===== src/rtl/scr1_tcm_loader_pkg.sv =====
// Shared types for the TCM boot loader: FSM states, error codes
// and the last-word byte-lane mask.
package scr1_tcm_loader_pkg;

    typedef enum logic [3:0] {
        ST_IDLE,
        ST_HDR,
        ST_LOAD,
        ST_WRITE,
        ST_CSUM,
        ST_VERIFY,
        ST_DRAIN,
        ST_DONE,
        ST_ERR
    } state_e;

    typedef enum logic [1:0] {
        ERR_NONE = 2'd0,
        ERR_LEN  = 2'd1,
        ERR_CSUM = 2'd2,
        ERR_RB   = 2'd3
    } err_code_e;

    localparam int PK_W = 32;

    function automatic logic [3:0] lane_mask(input logic [1:0] rem);
        logic [3:0] m;
        unique case (rem)
            2'd1:    m = 4'b0001;
            2'd2:    m = 4'b0011;
            2'd3:    m = 4'b0111;
            default: m = 4'b1111;
        endcase
        return m;
    endfunction

endpackage


===== src/rtl/scr1_tcm_loader_pack.sv =====
// Little-endian byte-to-word packer; lanes not yet filled stay zero
// so a short final word carries zeros in its unused lanes.
module scr1_tcm_loader_pack
    import scr1_tcm_loader_pkg::*;
(
    input  logic            clk,
    input  logic            rst_n,
    input  logic            clr,
    input  logic            push,
    input  logic            last,
    input  logic [7:0]      byte_i,
    output logic [PK_W-1:0] word_o,
    output logic            word_rdy
);

    logic [PK_W-1:0] data_q, data_d;
    logic [1:0]      lane_q, lane_d;

    always_comb begin
        word_o = data_q;
        if (push) begin
            word_o[{lane_q, 3'b000} +: 8] = byte_i;
        end
        word_rdy = push && ((lane_q == 2'd3) || last);
    end

    always_comb begin
        data_d = data_q;
        lane_d = lane_q;
        if (clr) begin
            data_d = '0;
            lane_d = '0;
        end else if (word_rdy) begin
            data_d = '0;
            lane_d = '0;
        end else if (push) begin
            data_d = word_o;
            lane_d = lane_q + 2'd1;
        end
    end

    always_ff @(posedge clk or negedge rst_n) begin
        if (!rst_n) begin
            data_q <= '0;
            lane_q <= '0;
        end else begin
            data_q <= data_d;
            lane_q <= lane_d;
        end
    end

endmodule


===== src/rtl/scr1_tcm_loader.sv =====
// Boot loader driving TCM port B: stream in, pack, write, read back,
// verify both checksums and release core reset on success.
module scr1_tcm_loader
    import scr1_tcm_loader_pkg::*;
#(
    parameter int SCR1_WIDTH  = 32,
    parameter int SCR1_SIZE   = 'h00010000,
    parameter int SCR1_NBYTES = SCR1_WIDTH / 8
) (
    input  logic                         clk,
    input  logic                         rst_n,
    input  logic                         start,
    input  logic                         s_valid,
    input  logic [7:0]                   s_data,
    output logic                         s_ready,
    output logic                         renb,
    output logic                         wenb,
    output logic [SCR1_NBYTES-1:0]       webb,
    output logic [$clog2(SCR1_SIZE)-1:2] addrb,
    output logic [SCR1_WIDTH-1:0]        datab,
    input  logic [SCR1_WIDTH-1:0]        qb,
    output logic                         busy,
    output logic                         done,
    output logic                         err,
    output logic [1:0]                   err_code,
    output logic                         core_rst_n
);

    localparam int AW = $clog2(SCR1_SIZE);

    state_e    state_q, state_d;
    err_code_e err_code_q, err_code_d;

    logic [23:0] hdr_q, hdr_d;
    logic [31:0] n_q, n_d, w_q, w_d;
    logic [31:0] cnt_q, cnt_d, wcnt_q, wcnt_d, wcnt_nx;
    logic [31:0] load_sum_q, load_sum_d, rb_sum_q, rb_sum_d;
    logic [31:0] word_in;
    logic        rvld_q, rvld_d, rlast_q, rlast_d;

    logic                   s_ready_q, s_ready_d, renb_q, renb_d;
    logic                   wenb_q, wenb_d, busy_q, busy_d;
    logic                   done_q, done_d, err_q, err_d;
    logic                   crst_q, crst_d;
    logic [SCR1_NBYTES-1:0] webb_q, webb_d, rmask4;
    logic [AW-3:0]          addrb_q, addrb_d;
    logic [SCR1_WIDTH-1:0]  datab_q, datab_d, rd_mask;

    logic        acc, pk_push, pk_last, pk_clr, pk_rdy;
    logic [31:0] pk_word;

    assign acc     = s_valid && s_ready_q;
    assign pk_push = (state_q == ST_LOAD) && acc;
    assign pk_last = (cnt_q == n_q - 32'd1);
    assign pk_clr  = start && !busy_q;
    assign word_in = {s_data, hdr_q};
    assign wcnt_nx = wcnt_q + 32'd1;

    scr1_tcm_loader_pack u_pack (
        .clk      (clk),
        .rst_n    (rst_n),
        .clr      (pk_clr),
        .push     (pk_push),
        .last     (pk_last),
        .byte_i   (s_data),
        .word_o   (pk_word),
        .word_rdy (pk_rdy)
    );

    // qb belongs to the read issued last cycle; only the final word is masked
    always_comb begin
        rmask4  = rlast_q ? lane_mask(n_q[1:0]) : '1;
        rd_mask = '0;
        for (int i = 0; i < SCR1_NBYTES; i++) begin
            rd_mask[8*i +: 8] = {8{rmask4[i]}};
        end
    end

    always_comb begin
        state_d    = state_q;
        err_code_d = err_code_q;
        hdr_d      = hdr_q;
        n_d        = n_q;
        w_d        = w_q;
        cnt_d      = cnt_q;
        wcnt_d     = wcnt_q;
        load_sum_d = load_sum_q;
        rb_sum_d   = rb_sum_q + (rvld_q ? (qb & rd_mask) : '0);
        rvld_d     = (state_q == ST_VERIFY);
        rlast_d    = (state_q == ST_VERIFY) && (wcnt_q == w_q - 32'd1);
        webb_d     = webb_q;
        addrb_d    = addrb_q;
        datab_d    = datab_q;
        done_d     = done_q;
        err_d      = err_q;

        unique case (state_q)
            ST_IDLE, ST_DONE, ST_ERR: begin
                if (start) begin
                    state_d    = ST_HDR;
                    done_d     = 1'b0;
                    err_d      = 1'b0;
                    err_code_d = ERR_NONE;
                    cnt_d      = '0;
                    wcnt_d     = '0;
                    load_sum_d = '0;
                    rb_sum_d   = '0;
                end
            end
            ST_HDR: begin
                if (acc) begin
                    hdr_d = word_in[31:8];
                    cnt_d = cnt_q + 32'd1;
                    if (cnt_q[1:0] == 2'd3) begin
                        n_d   = word_in;
                        w_d   = (word_in + 32'd3) >> 2;
                        cnt_d = '0;
                        if (word_in > 32'(SCR1_SIZE)) begin
                            state_d    = ST_ERR;
                            err_d      = 1'b1;
                            err_code_d = ERR_LEN;
                        end else if (word_in == '0) begin
                            state_d = ST_CSUM;
                        end else begin
                            state_d = ST_LOAD;
                        end
                    end
                end
            end
            ST_LOAD: begin
                if (acc) begin
                    cnt_d = cnt_q + 32'd1;
                    if (pk_rdy) begin
                        state_d = ST_WRITE;
                        addrb_d = wcnt_q[AW-3:0];
                        datab_d = pk_word;
                        webb_d  = pk_last ? lane_mask(n_q[1:0]) : '1;
                    end
                end
            end
            ST_WRITE: begin
                load_sum_d = load_sum_q + datab_q;
                wcnt_d     = wcnt_nx;
                if (wcnt_q == w_q - 32'd1) begin
                    state_d = ST_CSUM;
                    cnt_d   = '0;
                end else begin
                    state_d = ST_LOAD;
                end
            end
            ST_CSUM: begin
                if (acc) begin
                    hdr_d = word_in[31:8];
                    cnt_d = cnt_q + 32'd1;
                    if (cnt_q[1:0] == 2'd3) begin
                        if (word_in != load_sum_q) begin
                            state_d    = ST_ERR;
                            err_d      = 1'b1;
                            err_code_d = ERR_CSUM;
                        end else if (w_q == '0) begin
                            state_d = ST_DONE;
                            done_d  = 1'b1;
                        end else begin
                            state_d = ST_VERIFY;
                            wcnt_d  = '0;
                            addrb_d = '0;
                        end
                    end
                end
            end
            ST_VERIFY: begin
                if (wcnt_q == w_q - 32'd1) begin
                    state_d = ST_DRAIN;
                end else begin
                    wcnt_d  = wcnt_nx;
                    addrb_d = wcnt_nx[AW-3:0];
                end
            end
            ST_DRAIN: begin
                if (rb_sum_d == load_sum_q) begin
                    state_d = ST_DONE;
                    done_d  = 1'b1;
                end else begin
                    state_d    = ST_ERR;
                    err_d      = 1'b1;
                    err_code_d = ERR_RB;
                end
            end
            default: state_d = ST_IDLE;
        endcase

        s_ready_d = (state_d == ST_HDR) || (state_d == ST_LOAD)
                 || (state_d == ST_CSUM);
        busy_d    = (state_d != ST_IDLE) && (state_d != ST_DONE)
                 && (state_d != ST_ERR);
        wenb_d    = (state_d == ST_WRITE);
        renb_d    = (state_d == ST_VERIFY);
        crst_d    = (state_d == ST_DONE);
    end

    always_ff @(posedge clk or negedge rst_n) begin
        if (!rst_n) begin
            state_q    <= ST_IDLE;
            err_code_q <= ERR_NONE;
            hdr_q      <= '0;
            n_q        <= '0;
            w_q        <= '0;
            cnt_q      <= '0;
            wcnt_q     <= '0;
            load_sum_q <= '0;
            rb_sum_q   <= '0;
            rvld_q     <= 1'b0;
            rlast_q    <= 1'b0;
            s_ready_q  <= 1'b0;
            renb_q     <= 1'b0;
            wenb_q     <= 1'b0;
            busy_q     <= 1'b0;
            done_q     <= 1'b0;
            err_q      <= 1'b0;
            crst_q     <= 1'b0;
            webb_q     <= '0;
            addrb_q    <= '0;
            datab_q    <= '0;
        end else begin
            state_q    <= state_d;
            err_code_q <= err_code_d;
            hdr_q      <= hdr_d;
            n_q        <= n_d;
            w_q        <= w_d;
            cnt_q      <= cnt_d;
            wcnt_q     <= wcnt_d;
            load_sum_q <= load_sum_d;
            rb_sum_q   <= rb_sum_d;
            rvld_q     <= rvld_d;
            rlast_q    <= rlast_d;
            s_ready_q  <= s_ready_d;
            renb_q     <= renb_d;
            wenb_q     <= wenb_d;
            busy_q     <= busy_d;
            done_q     <= done_d;
            err_q      <= err_d;
            crst_q     <= crst_d;
            webb_q     <= webb_d;
            addrb_q    <= addrb_d;
            datab_q    <= datab_d;
        end
    end

    assign s_ready    = s_ready_q;
    assign renb       = renb_q;
    assign wenb       = wenb_q;
    assign webb       = webb_q;
    assign addrb      = addrb_q;
    assign datab      = datab_q;
    assign busy       = busy_q;
    assign done       = done_q;
    assign err        = err_q;
    assign err_code   = err_code_q;
    assign core_rst_n = crst_q;

endmodule

===== config.mk =====
export PLATFORM = sky130hd
export DESIGN_NAME = scr1_tcm_loader
export DESIGN_NICKNAME = d
export VERILOG_FILES = /design/src/rtl/scr1_tcm_loader_pkg.sv /design/src/rtl/scr1_tcm_loader_pack.sv /design/src/rtl/scr1_tcm_loader.sv
export SDC_FILE = /design/constraint.sdc
export NUM_CORES = 1
export LEC_CHECK = 0
export CORE_UTILIZATION = 65
export DETAILED_ROUTE_END_ITERATION = 10
export DONT_BUFFER_PORTS = 1
export PLACE_DENSITY_LB_ADDON = 0.1
export SKIP_CTS_REPAIR_TIMING = 1
export SYNTH_ARGS = -nofsm -noshare
export SYNTH_HDL_FRONTEND = slang
export SYNTH_SLANG_ARGS = --single-unit

===== constraint.sdc =====
create_clock -name clk -period 7.1 [get_ports clk]
set_input_delay 0.355 -clock clk [delete_from_list [all_inputs] [get_ports clk]]
set_output_delay 0.355 -clock clk [all_outputs]
set_load 0.005 [all_outputs]

==> flow_summary.toml <==
[clocking]
clock_sinks = 313
clock_tree.htree_level_count = 2
clk-insertion-delay-late_ps = 560
clkSlewWorstSetupHoldPaths_ps = 60
ctsLongestPathBuffers = 3
clock_tree_from_tritoncts = "yes"
ctsRootBufferMaster = "clkbuf_16"
cts_made_buffers = 37

[placement]
port-buffer-count = 0
post_dp_cell_area_sq_um = 21300
number_of_cells_in_the_design_after_placement = 2727
detailed_place_hpwl_um = 43000
globalplace.congestion = 0.937

[die]
initial_utilization = 0.667
floorplan.io_pins = 103
floorplan.die.height_um = 183
coreArea_sq_um = 31800
die-width_um = 183
design.die.area_sq_um = 33300
row_count = 65

[global_route]
first_pass_grt_wire_length_um = 95300
grt_overflow = 0
number_of_antenna_violations_at_the_first_check_in_global_routing = 0
grt_start_max_net_pins = 314
grtUsageTotal = 0.362
first_global_vias = 17500

[detailed_routing]
detail-route-antenna-nets = 0
wl_um = 61000
via_count = 18700
drc_errors = 0
drt_iter0_drc = 1691
drt_first_pass_iters = 6
via_per_inst = 6.68
avgRoutedWirePerCell_um = 21.8

[sta]
timing_worst_slew_pin_value_ps = 1160
skew_ps = 22.8
hold_ws_ps = -500
max_clock_freq_mhz = 171
setup_total_negative_slack_ps = 0
finalHoldViolCount = 315
timing.final.setup_violations = 0
fin_crit_sh = 0.824
finalCriticalPeriod_ps = 5850
max-slew-margin-rel = 0.223
final_max_slew_violation_count = 0
rsz0062_at_grt = "false"

[power_and_ir_drop]
vdd_ir_drop_max_v = 0.000271
design_power_total_mw = 8.01
total_power_per_unit_cell_area_nw_per_um2 = 354
p_leak_nw = 10.2

[worst_setup_path]
cp-start-kind = "flop"
worst_setup_path_end_kind = "flop"
critical_path_required_ps = 7540
critical_path_peak_fanout = 8
worstSetupPathType = "reg2reg"
endpoint_arrival_time_on_the_critical_path_ps = 6290

[final_layout]
sequential_cell_area_sq_um = 7830
final_net_count = 2460
syn_to_final_growth_pct = 6.83
post-route-cell-area_sq_um = 22600
multi_input_comb_area_sq_um = 12600
drive_gt1_frac = 0.0745
fillerInstances = 2484
layoutNonFillerInstCount = 2799

[synthesis]
synth_enable_flop_cells = 0
top_reg_cell_synth = "dfrtp_1"
ys_warn_count = 0
synth.yosys.seq_area_share = 0.369
synth.net_count = 2554
synthesis.instances = 2433
synth.lib_cells_used.distinct = 86
post_synth_instance_area_sq_um = 21200
async_reset_ff_frac = 1.00
post_synth.cell_area_avg_sq_um = 8.71
synth-seq-cells = 313

[outcome]
run_status = "finished, violations left"
failed_checks = "negative hold slack"

[job]
cap_violations = 0

[worst_hold_path]
class_of_the_most_critical_hold_timing_path = "in2async"
## kinds of logic (layout without fill, tap and decap cells)
group / after synthesis / in the layout / synth area share
other cells: 0 / 2 / 0
fa+ha+maj: 77 / 77 / 0.0461
simple gates: 898 / 898 / 0.217
flops: 313 / 313 / 0.369
buf+inv: 206 / 135 / 0.0374
mux: 90 / 90 / 0.0482
compound gates: 630 / 630 / 0.188
xor+xnor: 219 / 219 / 0.0937
## per-stage QoR
step	utilization	worst slack (ps)
3_5_place_dp	0.669	1330
5_1_grt	0.712	948
4_1_cts	0.710	1320
2_1_floorplan	-	2540
6_report	0.712	1250
3_3_place_gp	0.669	1530
## worst max-delay path, cell delays in order, from the launching register on
cell and delay [ps]:
dfrtp_1 440, inv_1 110, ha_1 360, a21boi_0 900, and2_1 240, ha_1 310
a21o_1 210, a21o_1 180, a21o_1 180, a2111oi_0 370, a31oi_1 270, xnor2_1 290
xnor2_1 100, a2111oi_0 490, nand4_1 260, or4_1 700, o221a_2 320
## final cells by class
class                      count  area share
multi-input combinational   1914       0.557
sequential                   313       0.346
clock buffer                  43      0.0441
tap                          435      0.0240
clock inverter                19      0.0128
inverter                      54     0.00895
timing repair buffer          19     0.00718
antenna                        2    0.000221
## where the power goes
part           switching (mW)  internal [mW]  leakage, nW
sequential              0.613           2.11         4.24
combinational            1.96           1.30         5.31
clock                   0.802           1.23        0.628
total                    3.38           4.64         10.2
## path summary, 6_finish.rpt
check	from	end	slack (ps)	cells past startpoint
max	n_q[0]$_DFFE_PN0P_	err_code[0]$_DFFE_PN0P_	1250	16
min	rst_n	wcnt_q[9]$_DFFE_PN0P_	-500	0
max reg2reg	n_q[0]$_DFFE_PN0P_	err_code[0]$_DFFE_PN0P_	1250	16
min reg2reg	webb[0]$_DFFE_PN0P_	webb[0]$_DFFE_PN0P_	490	1
max in group asynchronous	rst_n	u_pack.data_q[16]$_DFFE_PN0P_	6990	0
min in group clk	s_data[6]	datab[30]$_DFFE_PN0P_	-40	2
## synthesized netlist by cell type, types with 11 or more instances
master,number,area (sq um)
a211oi_1,18,135
and2_1,56,350
o21ai_0,225,1130
dfrtp_1,313,7830
and4_1,15,131
inv_1,53,199
a21o_1,38,285
and3_1,79,494
nand3b_1,11,82.6
xnor2_1,128,1120
nor4_1,44,275
nor2_1,174,653
o211ai_1,11,82.6
nand4_1,38,238
nor3_1,61,305
o31ai_1,24,180
nor2b_1,18,113
nand2b_1,27,169
mux2_2,56,631
a21oi_1,137,686
ha_1,75,938
clkbuf_1,133,499
a22o_1,37,324
nand2_1,198,743
mux2i_1,24,240
or4_1,11,82.6
o21bai_1,11,82.6
nand3_1,108,541
xor2_1,86,753
a31oi_1,24,150
or3_1,20,125
## routing by layer
| layer | wire (um) | up-vias | track usage |
|---|---|---|---|
| met1 | 26300 | 9057 | 0.509 |
| met5 | 0 | - | 0 |
| met4 | 2350 | 0 | 0.130 |
| li1 | - | 8636 | - |
| met3 | 5330 | 168 | 0.0698 |
| met2 | 27000 | 835 | 0.557 |
## placed cells by master, fill, tap and decap left out, types with 56 or more instances in the layout
cell type / netlist / routed
mux2_2: 56 / 56
o21ai_0: 225 / 225
dfrtp_1: 313 / 313
and3_1: 79 / 79
nand2_1: 198 / 197
xnor2_1: 128 / 128
and2_1: 56 / 56
a21oi_1: 137 / 137
nor3_1: 61 / 60
nor2_1: 174 / 173
nand3_1: 108 / 107
xor2_1: 86 / 86
ha_1: 75 / 75
## state kept, by name (all words and copies together) (netlist names), 2 cells and up
name	count
u_pack.data_q	32
webb	4
datab	32
cnt_q	32
load_sum_q	32
u_pack.lane_q	2
n_q	32
wcnt_q	32
rb_sum_q	32
addrb	14
w_q	30
hdr_q	24
state_q	4
err_code	2
(Power assumes the default switching activity.)
